$ cat config.mk
export PLATFORM = sky130hd
export DESIGN_NAME = fetch_queue_flat
export DESIGN_NICKNAME = d
export VERILOG_FILES = /design/src/rtl/fetch_queue_if.sv /design/src/rtl/fetch_queue.sv /design/src/flat_wrapper.sv
export SDC_FILE = /design/constraint.sdc
export NUM_CORES = 2
export LEC_CHECK = 0
export CORE_ASPECT_RATIO = 1.4
export CORE_UTILIZATION = 40
export CTS_BUF_LIST = sky130_fd_sc_hd__clkbuf_8
export CTS_CLUSTER_SIZE = 20
export DETAILED_ROUTE_END_ITERATION = 16
export PLACE_DENSITY_LB_ADDON = 0.3
export SYNTH_ARGS = -nofsm -noshare
export SYNTH_HDL_FRONTEND = slang
export SYNTH_SLANG_ARGS = --single-unit
$ cat constraint.sdc
create_clock -name clk -period 15.3 [get_ports clk]
set_input_delay 3.06 -clock clk [delete_from_list [all_inputs] [get_ports clk]]
set_output_delay 3.06 -clock clk [all_outputs]
set_load 0.1 [all_outputs]
$ cat src/rtl/fetch_queue_if.sv
// ============================================================================
// Module      : fetch_queue_if
// Description : Fetch-group input, pre-decode output and status signals of
//               the fetch queue, bundled with producer/consumer views.
// Revision    : 1.0 - initial release
// ============================================================================
`default_nettype none

interface fetch_queue_if #(
  parameter int FETCH_WIDTH  = 2,
  parameter int DECODE_WIDTH = 2,
  parameter int DEPTH        = 8,
  parameter int INSN_WIDTH   = 32,
  parameter int PC_WIDTH     = 32,
  parameter int PRED_WIDTH   = 64
);
  logic                               flush;
  logic [FETCH_WIDTH-1:0]             in_valid;
  logic [FETCH_WIDTH-1:0]             in_taken;
  logic [FETCH_WIDTH*PC_WIDTH-1:0]    in_pc;
  logic [FETCH_WIDTH*INSN_WIDTH-1:0]  in_insn;
  logic [FETCH_WIDTH*PRED_WIDTH-1:0]  in_pred;
  logic                               in_ready;
  logic [DECODE_WIDTH-1:0]            out_valid;
  logic [DECODE_WIDTH*PC_WIDTH-1:0]   out_pc;
  logic [DECODE_WIDTH*INSN_WIDTH-1:0] out_insn;
  logic [DECODE_WIDTH*PRED_WIDTH-1:0] out_pred;
  logic                               out_ready;
  logic [$clog2(DEPTH):0]             occupancy;
  logic [$clog2(FETCH_WIDTH):0]       squashed;

  // Pipeline side: drives fetch groups, flush and pre-decode ready
  modport master (
    output flush, in_valid, in_taken, in_pc, in_insn, in_pred, out_ready,
    input  in_ready, out_valid, out_pc, out_insn, out_pred, occupancy, squashed
  );

  // Queue side
  modport slave (
    input  flush, in_valid, in_taken, in_pc, in_insn, in_pred, out_ready,
    output in_ready, out_valid, out_pc, out_insn, out_pred, occupancy, squashed
  );
endinterface

`default_nettype wire

$ cat src/rtl/fetch_queue.sv
// ============================================================================
// Module      : fetch_queue
// Description : Circular instruction queue between fetch and pre-decode.
//               Squashes lanes younger than the first predicted-taken lane,
//               compacts survivors and presents the oldest entries.
// Revision    : 1.0 - initial release
// ============================================================================
`default_nettype none

module fetch_queue #(
  parameter int FETCH_WIDTH  = 2,
  parameter int DECODE_WIDTH = 2,
  parameter int DEPTH        = 8,
  parameter int INSN_WIDTH   = 32,
  parameter int PC_WIDTH     = 32,
  parameter int PRED_WIDTH   = 64
) (
  input  logic         clk,
  input  logic         rst_n,
  fetch_queue_if.slave bus
);

  localparam int PTR_W = $clog2(DEPTH);
  localparam int CNT_W = PTR_W + 1;
  localparam int SQ_W  = $clog2(FETCH_WIDTH) + 1;

  logic [PTR_W-1:0] head_q, head_d;
  logic [PTR_W-1:0] tail_q, tail_d;
  logic [CNT_W-1:0] count_q, count_d;
  logic             ready_en_q;

  logic [PC_WIDTH-1:0]   pc_mem_q   [DEPTH];
  logic [INSN_WIDTH-1:0] insn_mem_q [DEPTH];
  logic [PRED_WIDTH-1:0] pred_mem_q [DEPTH];

  logic [FETCH_WIDTH-1:0] surv;
  logic [SQ_W-1:0]        slot_off [FETCH_WIDTH];
  logic [SQ_W-1:0]        n_surv;
  logic [SQ_W-1:0]        n_sq;
  logic                   taken_seen;
  logic                   do_enq;
  logic                   do_deq;
  logic [SQ_W-1:0]        n_enq;
  logic [CNT_W-1:0]       n_deq;

  // Free-space check uses registered count only; gated until out of reset
  assign bus.in_ready = ready_en_q &&
                        ((CNT_W'(DEPTH) - count_q) >= CNT_W'(FETCH_WIDTH));

  // Keep lanes up to and including the first valid-taken lane; each
  // survivor's slot offset is the number of survivors below it
  always_comb begin
    taken_seen = 1'b0;
    surv       = '0;
    n_surv     = '0;
    n_sq       = '0;
    for (int i = 0; i < FETCH_WIDTH; i++) begin
      slot_off[i] = n_surv;
      if (bus.in_valid[i]) begin
        if (taken_seen) begin
          n_sq = n_sq + SQ_W'(1);
        end else begin
          surv[i] = 1'b1;
          n_surv  = n_surv + SQ_W'(1);
        end
        if (bus.in_taken[i]) taken_seen = 1'b1;
      end
    end
  end

  assign do_enq       = bus.in_ready && (|bus.in_valid) && !bus.flush;
  assign do_deq       = bus.out_ready && !bus.flush;
  assign n_enq        = do_enq ? n_surv : '0;
  assign n_deq        = !do_deq ? '0 :
                        (count_q > CNT_W'(DECODE_WIDTH)) ? CNT_W'(DECODE_WIDTH) : count_q;
  assign bus.squashed = do_enq ? n_sq : '0;
  assign bus.occupancy = count_q;

  // Next-state pointers/count; flush overrides any same-cycle traffic
  always_comb begin
    head_d  = head_q + PTR_W'(n_deq);
    tail_d  = tail_q + PTR_W'(n_enq);
    count_d = count_q + CNT_W'(n_enq) - n_deq;
    if (bus.flush) begin
      head_d  = '0;
      tail_d  = '0;
      count_d = '0;
    end
  end

  // Queue control state with asynchronous clear
  always_ff @(posedge clk or negedge rst_n) begin
    if (!rst_n) begin
      head_q     <= '0;
      tail_q     <= '0;
      count_q    <= '0;
      ready_en_q <= 1'b0;
    end else begin
      head_q     <= head_d;
      tail_q     <= tail_d;
      count_q    <= count_d;
      ready_en_q <= 1'b1;
    end
  end

  // Entry storage: survivors written contiguously from tail, modulo DEPTH
  always_ff @(posedge clk) begin
    if (do_enq) begin
      for (int i = 0; i < FETCH_WIDTH; i++) begin
        if (surv[i]) begin
          pc_mem_q[tail_q + PTR_W'(slot_off[i])]   <= bus.in_pc[i*PC_WIDTH +: PC_WIDTH];
          insn_mem_q[tail_q + PTR_W'(slot_off[i])] <= bus.in_insn[i*INSN_WIDTH +: INSN_WIDTH];
          pred_mem_q[tail_q + PTR_W'(slot_off[i])] <= bus.in_pred[i*PRED_WIDTH +: PRED_WIDTH];
        end
      end
    end
  end

  // Output lane j shows the j-th oldest entry
  for (genvar j = 0; j < DECODE_WIDTH; j++) begin : g_out_lane
    logic [PTR_W-1:0] rd_idx;
    assign rd_idx = head_q + PTR_W'(j);
    assign bus.out_valid[j] = (count_q > CNT_W'(j));
    assign bus.out_pc[j*PC_WIDTH +: PC_WIDTH]       = pc_mem_q[rd_idx];
    assign bus.out_insn[j*INSN_WIDTH +: INSN_WIDTH] = insn_mem_q[rd_idx];
    assign bus.out_pred[j*PRED_WIDTH +: PRED_WIDTH] = pred_mem_q[rd_idx];
  end

endmodule

`default_nettype wire

$ cat src/flat_wrapper.sv
// flat-port wrapper written by rule: the top's interface ports become plain ports
module fetch_queue_flat 
#(
  parameter int FETCH_WIDTH  = 2,
  parameter int DECODE_WIDTH = 2,
  parameter int DEPTH        = 8,
  parameter int INSN_WIDTH   = 32,
  parameter int PC_WIDTH     = 32,
  parameter int PRED_WIDTH   = 64
)
  (clk, rst_n, bus_flush, bus_in_valid, bus_in_taken, bus_in_pc, bus_in_insn, bus_in_pred, bus_out_ready, bus_in_ready, bus_out_valid, bus_out_pc, bus_out_insn, bus_out_pred, bus_occupancy, bus_squashed);
  fetch_queue_if #(.FETCH_WIDTH(FETCH_WIDTH), .DECODE_WIDTH(DECODE_WIDTH), .DEPTH(DEPTH), .INSN_WIDTH(INSN_WIDTH), .PC_WIDTH(PC_WIDTH), .PRED_WIDTH(PRED_WIDTH)) bus_i ();
  input  logic clk;
  input  logic rst_n;
  input wire logic [$bits(bus_i.flush)-1:0] bus_flush;
  input wire logic [$bits(bus_i.in_valid)-1:0] bus_in_valid;
  input wire logic [$bits(bus_i.in_taken)-1:0] bus_in_taken;
  input wire logic [$bits(bus_i.in_pc)-1:0] bus_in_pc;
  input wire logic [$bits(bus_i.in_insn)-1:0] bus_in_insn;
  input wire logic [$bits(bus_i.in_pred)-1:0] bus_in_pred;
  input wire logic [$bits(bus_i.out_ready)-1:0] bus_out_ready;
  output wire logic [$bits(bus_i.in_ready)-1:0] bus_in_ready;
  output wire logic [$bits(bus_i.out_valid)-1:0] bus_out_valid;
  output wire logic [$bits(bus_i.out_pc)-1:0] bus_out_pc;
  output wire logic [$bits(bus_i.out_insn)-1:0] bus_out_insn;
  output wire logic [$bits(bus_i.out_pred)-1:0] bus_out_pred;
  output wire logic [$bits(bus_i.occupancy)-1:0] bus_occupancy;
  output wire logic [$bits(bus_i.squashed)-1:0] bus_squashed;
  assign bus_i.flush = bus_flush;
  assign bus_i.in_valid = bus_in_valid;
  assign bus_i.in_taken = bus_in_taken;
  assign bus_i.in_pc = bus_in_pc;
  assign bus_i.in_insn = bus_in_insn;
  assign bus_i.in_pred = bus_in_pred;
  assign bus_i.out_ready = bus_out_ready;
  assign bus_in_ready = bus_i.in_ready;
  assign bus_out_valid = bus_i.out_valid;
  assign bus_out_pc = bus_i.out_pc;
  assign bus_out_insn = bus_i.out_insn;
  assign bus_out_pred = bus_i.out_pred;
  assign bus_occupancy = bus_i.occupancy;
  assign bus_squashed = bus_i.squashed;
  fetch_queue #(.FETCH_WIDTH(FETCH_WIDTH), .DECODE_WIDTH(DECODE_WIDTH), .DEPTH(DEPTH), .INSN_WIDTH(INSN_WIDTH), .PC_WIDTH(PC_WIDTH), .PRED_WIDTH(PRED_WIDTH)) u_core (.clk(clk), .rst_n(rst_n), .bus(bus_i));
endmodule
==> impl_metrics.json <==
{
  "synth_edf_count": 1024,
  "hold_class": "register to register",
  "yosys_warnings": 0,
  "worst_slew_pin_slew_ns": 1.22,
  "die-area_sq_mm": 0.150,
  "root_buffer": "clkbuf_8",
  "viasPerCell": 5.95,
  "timing.final.crit_share": 0.643,
  "rsz0062_at_grt": "no",
  "synth_seq_cells": 1035,
  "cts_tree": "yes",
  "drc": 0,
  "gr-usage-met1": 0.289,
  "die_y_microns": 457,
  "cts_max_path_buffers": 3,
  "max_clock_freq_mhz": 102,
  "numPortBuffers": 526,
  "via_count": 34424,
  "p_per_area_mw_per_mm2": 136,
  "clk_pin_slew_worst_paths_ns": 0.06,
  "antenna_found_initial": 34,
  "final_cell_mix": "edfxtp_1, mux2_2, clkdlybuf4s50_1",
  "grt_max_degree": 124,
  "grt_overflow": 0,
  "drtIter0Drc": 2497,
  "synth-async-reset-ratio": 0.0106,
  "fin_tns_setup_ns": 0,
  "p_int_mw": 5.55,
  "cp.required_ns": 12.24,
  "max_slew_margin": 0.185,
  "synth_ff_type": "edfxtp_1",
  "syn_area_sq_mm": 0.0592,
  "critPathKind": "register to primary output",
  "ant_nets": 0,
  "swShare": 0.411,
  "grtUsageMet2": 0.396,
  "outcome": "complete, no violations",
  "h-tree-depth": 4,
  "busiest_layer": "met2",
  "arrival_ns": 6.78,
  "firstDrtPassIters": 5,
  "avgSynthCellArea_sq_um": 18.5,
  "rows": 166,
  "clock_skew_ns": 0.0447,
  "cp-start-kind": "register",
  "p_comb_frac": 0.410,
  "syn2layout_area_growth_pct": 17.0,
  "dp_hpwl_microns": 97700,
  "grt_use_total": 0.234,
  "ys_types": 45,
  "p_sw_mw": 3.88,
  "io_pins": 529,
  "cts_buffers": 173,
  "seq_area_frac_synth": 0.524,
  "mostFrequentLayoutCell": "edfxtp_1",
  "clkLatencyLatePin_ns": 0.92,
  "share_clk_of_total_power": 0.239,
  "fin_util": 0.472,
  "cts_setup_buffers": 0,
  "critPathCaptureType": "primary output",
  "grt_pass1_wl_microns": 254000,
  "start_util": 0.404,
  "grtUsageMet3": 0.0660,
  "cts.sinks": 1035,
  "routed_wl_microns": 176000,
  "gp_congestion": 0.745,
  "layout-drive-gt1-share": 0.426,
  "synth_cells": 3202,
  "die_width_microns": 327,
  "hold_buffers": 0,
  "core_sq_mm": 0.147,
  "setup_viol": 0,
  "ctsResizeCount": 0,
  "final_nets": 3994,
  "p_leak_nw": 21.4,
  "crit_fanout": 63,
  "vdd_drop_max_mv": 0.189,
  "drt-wirelength-per-cell_microns": 30.4,
  "power_frac_seq": 0.351,
  "fin_crit_ns": 9.84,
  "slew_viol_final": 0,
  "max-cap-violations": 0,
  "hold_violations": 0,
  "synthesis.nets": 3484,
  "grt_pass1_vias": 37109
}
## path summary, 6_finish.rpt
check	start	endpoint	slack, ns	cells past startpoint
max in group asynchronous	rst_n	u_core.head_q[0]$_DFF_PN0_	12.38	1
worst max-delay path	u_core.head_q[0]$_DFF_PN0_	bus_out_insn[34]	5.46	6
worst min-delay path	u_core.tail_q[2]$_DFF_PN0_	u_core.tail_q[2]$_DFF_PN0_	0.71	2
worst max register to register	u_core.bus.occupancy[1]$_DFF_PN0_	u_core.insn_mem_q[2][23]$_DFFE_PP_	10.31	8
min in group asynchronous	rst_n	u_core.bus.occupancy[2]$_DFF_PN0_	2.50	1
worst min register to register	u_core.tail_q[2]$_DFF_PN0_	u_core.tail_q[2]$_DFF_PN0_	0.71	2
## flip-flops by register name, summed over array words and instances (netlist names)
name                  count
u_core.pc_mem_q         256
u_core.head_q             3
u_core.bus.occupancy      4
u_core.ready_en_q         1
u_core.pred_mem_q       512
u_core.insn_mem_q       256
u_core.tail_q             3
## cell usage after synthesis (3+ instances only)
cell,n,area share
mux4_2,512,0.19
dfrtp_1,11,0.0046
fa_1,4,0.0014
mux2_1,461,0.088
ha_1,14,0.0030
nand4_1,4,0.00042
buf_2,65,0.0055
nor2_1,18,0.0011
inv_1,11,0.00070
mux2_2,819,0.16
buf_4,69,0.0087
nor2b_1,9,0.00095
nand3b_1,3,0.00038
xnor2_1,5,0.00074
a22oi_1,3,0.00038
xor2_1,3,0.00044
buf_1,47,0.0030
edfxtp_1,1024,0.52
nand2_1,5,0.00032
buf_6,9,0.0017
a21oi_1,5,0.00042
clkbuf_1,70,0.0044
## per-stage QoR
stage | hold slack [ns] | power [mW] | setup WS (ns) | area [sq um] | std cells
finish | 0.709 | 9.43 | 5.46 | 69300 | 5783
global route | 0.773 | 9.75 | 5.00 | 69300 | 5781
CTS | 0.705 | 9.53 | 5.24 | 69300 | 5775
detailed placement | 0.693 | 7.26 | 6.29 | 66200 | 5469
global placement | 0.678 | 7.24 | 6.30 | 66200 | 5469
floorplan | 0.609 | 6.28 | 4.48 | 59200 | 3202
## kinds of logic (layout without fill, tap and decap cells)
kind of cell / count (synthesis) / in the layout / synth area share
AO/OA/AOI/OAI: 18 / 18 / 0.00211
AND/OR/NAND/NOR: 58 / 58 / 0.00600
flip-flops: 1035 / 1035 / 0.524
buffers and inverters: 271 / 912 / 0.0241
other: 2 / 10 / 0.000127
adder cells (fa/ha/maj): 18 / 18 / 0.00431
multiplexers: 1792 / 1792 / 0.438
XOR/XNOR: 8 / 8 / 0.00118
## metal layers
metal | wire [microns] | up-vias
li1 | - | 14542
met5 | 305 | -
met1 | 70100 | 18388
met3 | 13800 | 286
met4 | 4000 | 46
met2 | 87900 | 1162
## layout make-up
type / count / area (sq um)
clock buffer: 178 / 2450
sequential: 1035 / 31000
tap: 1932 / 2420
antenna: 8 / 20.0
fill: 12775 / 77400
multi-input combinational: 1896 / 26900
timing repair buffer: 595 / 5830
clock inverter: 128 / 578
inverter: 11 / 41.3
## power groups by stage
stage / sequential (mW) / clock (mW) / combinational [mW]
finish: 3.31 / 2.26 / 3.86
global route: 3.32 / 2.43 / 4.01
CTS: 3.31 / 2.32 / 3.90
detailed placement: 3.37 / 0 / 3.89
global placement: 3.36 / 0 / 3.88
floorplan: 3.37 / 0 / 2.90
## critical path: stages, from the launching register on
cell and delay (ns):
dfrtp_4 1.16, ha_4 0.87, buf_4 0.86, buf_4 0.82, mux4_2 0.59, mux2_2 0.27, clkdlybuf4s50_1 1.07
No activity file was read; power rests on OpenSTA's default activity.
